$ cat src/rtl/cpu_loader.sv
// Stream-driven program loader: parses a header, writes instruction and data memories,
// then enables the CPU for a fixed cycle budget.
//
// state     | meaning
// IDLE      | waiting for start
// HDR_I     | receiving instruction count N_I
// HDR_D     | receiving data word count N_D
// HDR_R     | receiving run cycle budget
// LOAD_I    | receiving instruction words
// LOAD_D_LO | receiving low half of a data word
// LOAD_D_HI | receiving high half of a data word, then writing it
// RUN       | CPU enabled for the run budget
// DONE      | session complete, waiting for start to drop
// ERR       | header out of range, waiting for start to drop
module cpu_loader #(
  parameter int unsigned IMEM_WORDS = 512,
  parameter int unsigned DMEM_WORDS = 1024
) (
  input  logic        clk,
  input  logic        arst,
  input  logic        start,
  input  logic        s_valid,
  input  logic [31:0] s_data,
  output logic        s_ready,
  output logic [63:0] addr_ext,
  output logic        wen_ext,
  output logic        ren_ext,
  output logic [31:0] wdata_ext,
  output logic [63:0] addr_ext_2,
  output logic        wen_ext_2,
  output logic        ren_ext_2,
  output logic [63:0] wdata_ext_2,
  output logic        cpu_enable,
  output logic        busy,
  output logic        done,
  output logic        error
);

  localparam logic [3:0] S_IDLE      = 4'd0;
  localparam logic [3:0] S_HDR_I     = 4'd1;
  localparam logic [3:0] S_HDR_D     = 4'd2;
  localparam logic [3:0] S_HDR_R     = 4'd3;
  localparam logic [3:0] S_LOAD_I    = 4'd4;
  localparam logic [3:0] S_LOAD_D_LO = 4'd5;
  localparam logic [3:0] S_LOAD_D_HI = 4'd6;
  localparam logic [3:0] S_RUN       = 4'd7;
  localparam logic [3:0] S_DONE      = 4'd8;
  localparam logic [3:0] S_ERR       = 4'd9;

  logic [3:0]  state_q, state_d;
  logic [31:0] n_i_q, n_i_d;
  logic [31:0] n_d_q, n_d_d;
  logic [31:0] cnt_q, cnt_d;
  logic [31:0] run_cnt_q, run_cnt_d;
  logic [31:0] lo_q, lo_d;
  logic [63:0] addr_ext_q, addr_ext_d;
  logic [31:0] wdata_ext_q, wdata_ext_d;
  logic        wen_ext_q, wen_ext_d;
  logic [63:0] addr_ext_2_q, addr_ext_2_d;
  logic [63:0] wdata_ext_2_q, wdata_ext_2_d;
  logic        wen_ext_2_q, wen_ext_2_d;
  logic        cpu_enable_q, cpu_enable_d;
  logic        beat;

  assign s_ready = (state_q == S_HDR_I) || (state_q == S_HDR_D) || (state_q == S_HDR_R) ||
                   (state_q == S_LOAD_I) || (state_q == S_LOAD_D_LO) ||
                   (state_q == S_LOAD_D_HI);
  assign busy    = s_ready || (state_q == S_RUN);
  assign done    = (state_q == S_DONE);
  assign error   = (state_q == S_ERR);
  assign beat    = s_valid && s_ready;

  assign addr_ext    = addr_ext_q;
  assign wdata_ext   = wdata_ext_q;
  assign wen_ext     = wen_ext_q;
  assign ren_ext     = 1'b0;
  assign addr_ext_2  = addr_ext_2_q;
  assign wdata_ext_2 = wdata_ext_2_q;
  assign wen_ext_2   = wen_ext_2_q;
  assign ren_ext_2   = 1'b0;
  assign cpu_enable  = cpu_enable_q;

  always_comb begin
    state_d       = state_q;
    n_i_d         = n_i_q;
    n_d_d         = n_d_q;
    cnt_d         = cnt_q;
    run_cnt_d     = run_cnt_q;
    lo_d          = lo_q;
    addr_ext_d    = addr_ext_q;
    wdata_ext_d   = wdata_ext_q;
    wen_ext_d     = 1'b0;
    addr_ext_2_d  = addr_ext_2_q;
    wdata_ext_2_d = wdata_ext_2_q;
    wen_ext_2_d   = 1'b0;
    cpu_enable_d  = 1'b0;
    case (state_q)
      S_IDLE: if (start) state_d = S_HDR_I;
      S_HDR_I: if (beat) begin
        n_i_d   = s_data;
        state_d = (s_data > IMEM_WORDS) ? S_ERR : S_HDR_D;
      end
      S_HDR_D: if (beat) begin
        n_d_d   = s_data;
        state_d = (s_data > DMEM_WORDS) ? S_ERR : S_HDR_R;
      end
      S_HDR_R: if (beat) begin
        run_cnt_d = s_data;
        cnt_d     = 32'd0;
        if (n_i_q != 32'd0)      state_d = S_LOAD_I;
        else if (n_d_q != 32'd0) state_d = S_LOAD_D_LO;
        else                     state_d = S_RUN;
      end
      S_LOAD_I: if (beat) begin
        wen_ext_d   = 1'b1;
        addr_ext_d  = {30'b0, cnt_q, 2'b00};
        wdata_ext_d = s_data;
        cnt_d       = cnt_q + 32'd1;
        if (cnt_q + 32'd1 == n_i_q) begin
          cnt_d   = 32'd0;
          state_d = (n_d_q != 32'd0) ? S_LOAD_D_LO : S_RUN;
        end
      end
      S_LOAD_D_LO: if (beat) begin
        lo_d    = s_data;
        state_d = S_LOAD_D_HI;
      end
      S_LOAD_D_HI: if (beat) begin
        wen_ext_2_d   = 1'b1;
        addr_ext_2_d  = {29'b0, cnt_q, 3'b000};
        wdata_ext_2_d = {s_data, lo_q};
        cnt_d         = cnt_q + 32'd1;
        state_d       = (cnt_q + 32'd1 == n_d_q) ? S_RUN : S_LOAD_D_LO;
      end
      // cpu_enable is registered, so it trails RUN entry by one cycle and
      // stays high for exactly run_cnt cycles.
      S_RUN: begin
        if (run_cnt_q == 32'd0) begin
          state_d = S_DONE;
        end else begin
          cpu_enable_d = 1'b1;
          run_cnt_d    = run_cnt_q - 32'd1;
        end
      end
      S_DONE, S_ERR: if (!start) state_d = S_IDLE;
      default: state_d = S_IDLE;
    endcase
  end

  always_ff @(posedge clk or posedge arst) begin
    if (arst) begin
      state_q       <= S_IDLE;
      n_i_q         <= 32'd0;
      n_d_q         <= 32'd0;
      cnt_q         <= 32'd0;
      run_cnt_q     <= 32'd0;
      lo_q          <= 32'd0;
      addr_ext_q    <= 64'd0;
      wdata_ext_q   <= 32'd0;
      wen_ext_q     <= 1'b0;
      addr_ext_2_q  <= 64'd0;
      wdata_ext_2_q <= 64'd0;
      wen_ext_2_q   <= 1'b0;
      cpu_enable_q  <= 1'b0;
    end else begin
      state_q       <= state_d;
      n_i_q         <= n_i_d;
      n_d_q         <= n_d_d;
      cnt_q         <= cnt_d;
      run_cnt_q     <= run_cnt_d;
      lo_q          <= lo_d;
      addr_ext_q    <= addr_ext_d;
      wdata_ext_q   <= wdata_ext_d;
      wen_ext_q     <= wen_ext_d;
      addr_ext_2_q  <= addr_ext_2_d;
      wdata_ext_2_q <= wdata_ext_2_d;
      wen_ext_2_q   <= wen_ext_2_d;
      cpu_enable_q  <= cpu_enable_d;
    end
  end

endmodule

$ cat config.mk
export PLATFORM = sky130hd
export DESIGN_NAME = cpu_loader
export DESIGN_NICKNAME = d
export VERILOG_FILES = /design/src/rtl/cpu_loader.sv
export SDC_FILE = /design/constraint.sdc
export NUM_CORES = 1
export LEC_CHECK = 0
export CAP_MARGIN = 20
export CORE_MARGIN = 2
export CORE_UTILIZATION = 54
export CTS_CLUSTER_DIAMETER = 120
export DETAILED_ROUTE_END_ITERATION = 10
export HOLD_SLACK_MARGIN = 0.06
export PLACE_DENSITY_LB_ADDON = 0.2
export SLEW_MARGIN = 20
export SYNTH_ARGS = -nofsm -noshare
export SYNTH_HDL_FRONTEND = slang
export SYNTH_SLANG_ARGS = --single-unit
$ cat constraint.sdc
create_clock -name clk -period 14.78 [get_ports clk]
set_input_delay 2.956 -clock clk [delete_from_list [all_inputs] [get_ports clk]]
set_output_delay 2.956 -clock clk [all_outputs]
set_load 0.03 [all_outputs]
==> out/results.ini <==
[final_layout]
post-route-util_pct=65.8
largest_reg_flops=64
area_delta_synth_final_pct=20.4
fin_nets=1643
fillers=2350
mostFrequentLayoutCells=dfrtp_1 (327), mux2_2 (238), clkdlybuf4s50_1 (202), nand2_1 (91), nor2_1 (67)
final_common_cell=dfrtp_1
drive_gt1_share_pct=20.2
antenna_cells=0
layout.cells.non_filler=2018

[critical_path]
worstReg2RegEnd=cnt_q[23]
slowest_stage=clkdlybuf4s50_1
crit_type=reg -> out
rr_worst_depth=10
cp.required_ns=11.82
slowest_delay_ns=0.71
r2r_slack_ns=9.77
arrival_ns=2.45
critical_path.cell_chain=nor3_1 > o21bai_1 > nor2_1 > clkdlybuf4s50_1
rr_startpoint=cnt_q[5]
worst_setup_path_start_kind=flop
crit_path_end_kind=output port
path_max_fanout=9

[yosys]
yosys_register_bits=327
syn_inst=1446
synthSimpleGateAreaFrac_pct=12.7
synthTopCellsByArea=dfrtp_1 (51%), mux2_2 (17%), buf_4 (3.1%), xnor2_1 (3.0%), nand2_1 (2.1%)
synth_edf_count=0
synth_top_family_by_area=multiplexers
syn_area_per_cell_sq_um=11.1
ys_seq_area_share_pct=50.8
synth_fa_ha_area_share_pct=0.155
synth.distinct_cells=73
synth.top_cell.area_share_pct=50.8
netlist.top_cell.by_area=dfrtp_1
async_flop_share_pct=100
muxShareOfSynthArea_pct=16.9
netlist_area_sq_mm=0.0161
ys.flop_type=dfrtp_1
synth_compound_area_share_pct=8.64
synth_warnings=0
synth_xor_area_share_pct=4.94

[timing]
finalSetupTns_ns=0
hold_viol_final=0
rsz0062_at_grt=no
timing.hold.ws_ns=0.476
period_needed_ns=5.41
finalSetupViolCount=0
period_share_pct=36.6
slew-limit-headroom_pct=20.8
fmax_mhz=185
worstMarginPinSlew_ns=1.18
slew_violations=0
fin_skew_ns=0.0148

[clock_tree]
clockBufferDepth=3
cts_setup_buffers=0
cts_tree=yes
cts_buffers=35
clk_pin_slew_ns=0.06
cts_root_buf=clkbuf_16
h-tree-depth=2
clock_sinks=327
ctsResizeCount=0
clkLatencyLatePin_ns=0.52
cts_hold_buf=0

[place]
dp_hpwl_mm=29.3
gp_congestion=0.959
port-buffer-count=202
dp.cells=1957

[detailed_routing]
wirelength_mm=43.1
vias_per_cell=5.97
ant_nets=0
drc=0
wl_per_cell_um=21.4
vias=12100
first_pass_iters=5
drtIter0Drc=913

[die]
initial_utilization_pct=54.7
dieArea_sq_mm=0.0312
rows=63
pin_count=269
die_w_um=177
fp.dieH_um=177
core-area_sq_mm=0.0295

[power_and_ir_drop]
power_density_mw_per_mm2=207
ir_worst_vdd_mv=0.132
power_leakage_nw=8.13

[global_route]
grt-ovfl-total=0
grt_pass1_vias=11800
grt_first_pass_wirelength_mm=67.8
grt_max_degree=195
antenna_found_initial=0
grt_use_total_pct=27.7

[flow_run]
drv_cap=0

[worst_hold_path]
hold_class=reg -> reg
worstHoldStart=addr_ext_2[21]
min_path_cells=2
holdPathEnd=addr_ext_2[21]

[status]
status=complete, no violations

==> power breakdown <==
part	internal, mW	switching (mW)
logic	0.708	0.821
registers	1.23	0.320
clock network	0.577	0.361
==> cells in the mapped netlist (all sizes together), types with 4 or more instances <==
cell and number:
dfrtp 327, mux2 238, nand2 92, buf 91, nor2 70, clkbuf 67, o21ai 65, xnor2 56
a21oi 52, nor3 46, nor4 46, nand3 33, xor2 27, nand4 24, inv 23, or4 18
a221o 13, a31oi 11, nand2b 11, or3 9, a21o 7, and3 7, nor2b 7, nor3b 7
o211ai 7, o22ai 7, o31ai 7, a211oi 6, a22oi 5, nand3b 5, o2111ai 5, a2111oi 4
mux2i 4, o22a 4, or2 4
==> critical path: cells and delay by family, from the launching register on <==
kind | cells | cell delay (ns)
buffers and inverters | 1 | 0.71
DFF | 1 | 0.65
and+or+nand+nor | 2 | 0.36
AOI/OAI and AO/OA | 1 | 0.21
==> metrics by stage <==
step / area [sq um] / power [mW] / setup WS, ns
after global routing: 19400 / 4.21 / 9.34
after global placement: 18100 / 3.03 / 9.35
after floorplan: 16400 / 2.50 / 2.77
after CTS: 19400 / 4.03 / 9.44
after detailed placement: 18100 / 3.08 / 9.29
final: 19400 / 4.02 / 9.37
==> worst max path at each step <==
stage	startpoint	end	slack (ns)	depth (start not counted)
4_1_cts	state_q[1]	s_ready	9.44	4
5_1_grt	state_q[1]	s_ready	9.34	4
6_report	state_q[1]	s_ready	9.37	4
2_1_floorplan	arst	addr_ext[10]	2.77	1
3_3_place_gp	s_valid	state_q[0]	9.35	8
3_5_place_dp	s_data[21]	state_q[1]	9.29	8
==> cell type report <==
cell class	count	area (sq um)	area share, %
well taps	390	488	2.51
repair buffers	215	2150	11.1
inverters	23	93.8	0.483
clock inverters	16	254	1.31
multi-input cells	1003	7260	37.4
flip-flops and latches	327	8180	42.2
clock buffers	44	981	5.05
==> cell families (layout without fill, tap and decap cells) <==
kind of cell / after synthesis / in the layout
other cells: 1 / 66
compound gates: 217 / 217
simple gates: 390 / 390
fa+ha+maj: 2 / 2
mux: 242 / 242
flops: 327 / 327
buf+inv: 181 / 298
xor+xnor: 86 / 86
==> metal layers <==
metal / track usage (%) / part of all wire [%] / up-vias
met5: 0 / 0 / -
met4: 8.57 / 2.6 / 0
met3: 4.17 / 6.2 / 83
met2: 44.0 / 47 / 443
met1: 39.5 / 44 / 6120
li1: - / - / 5404
(Power assumes the default switching activity.)
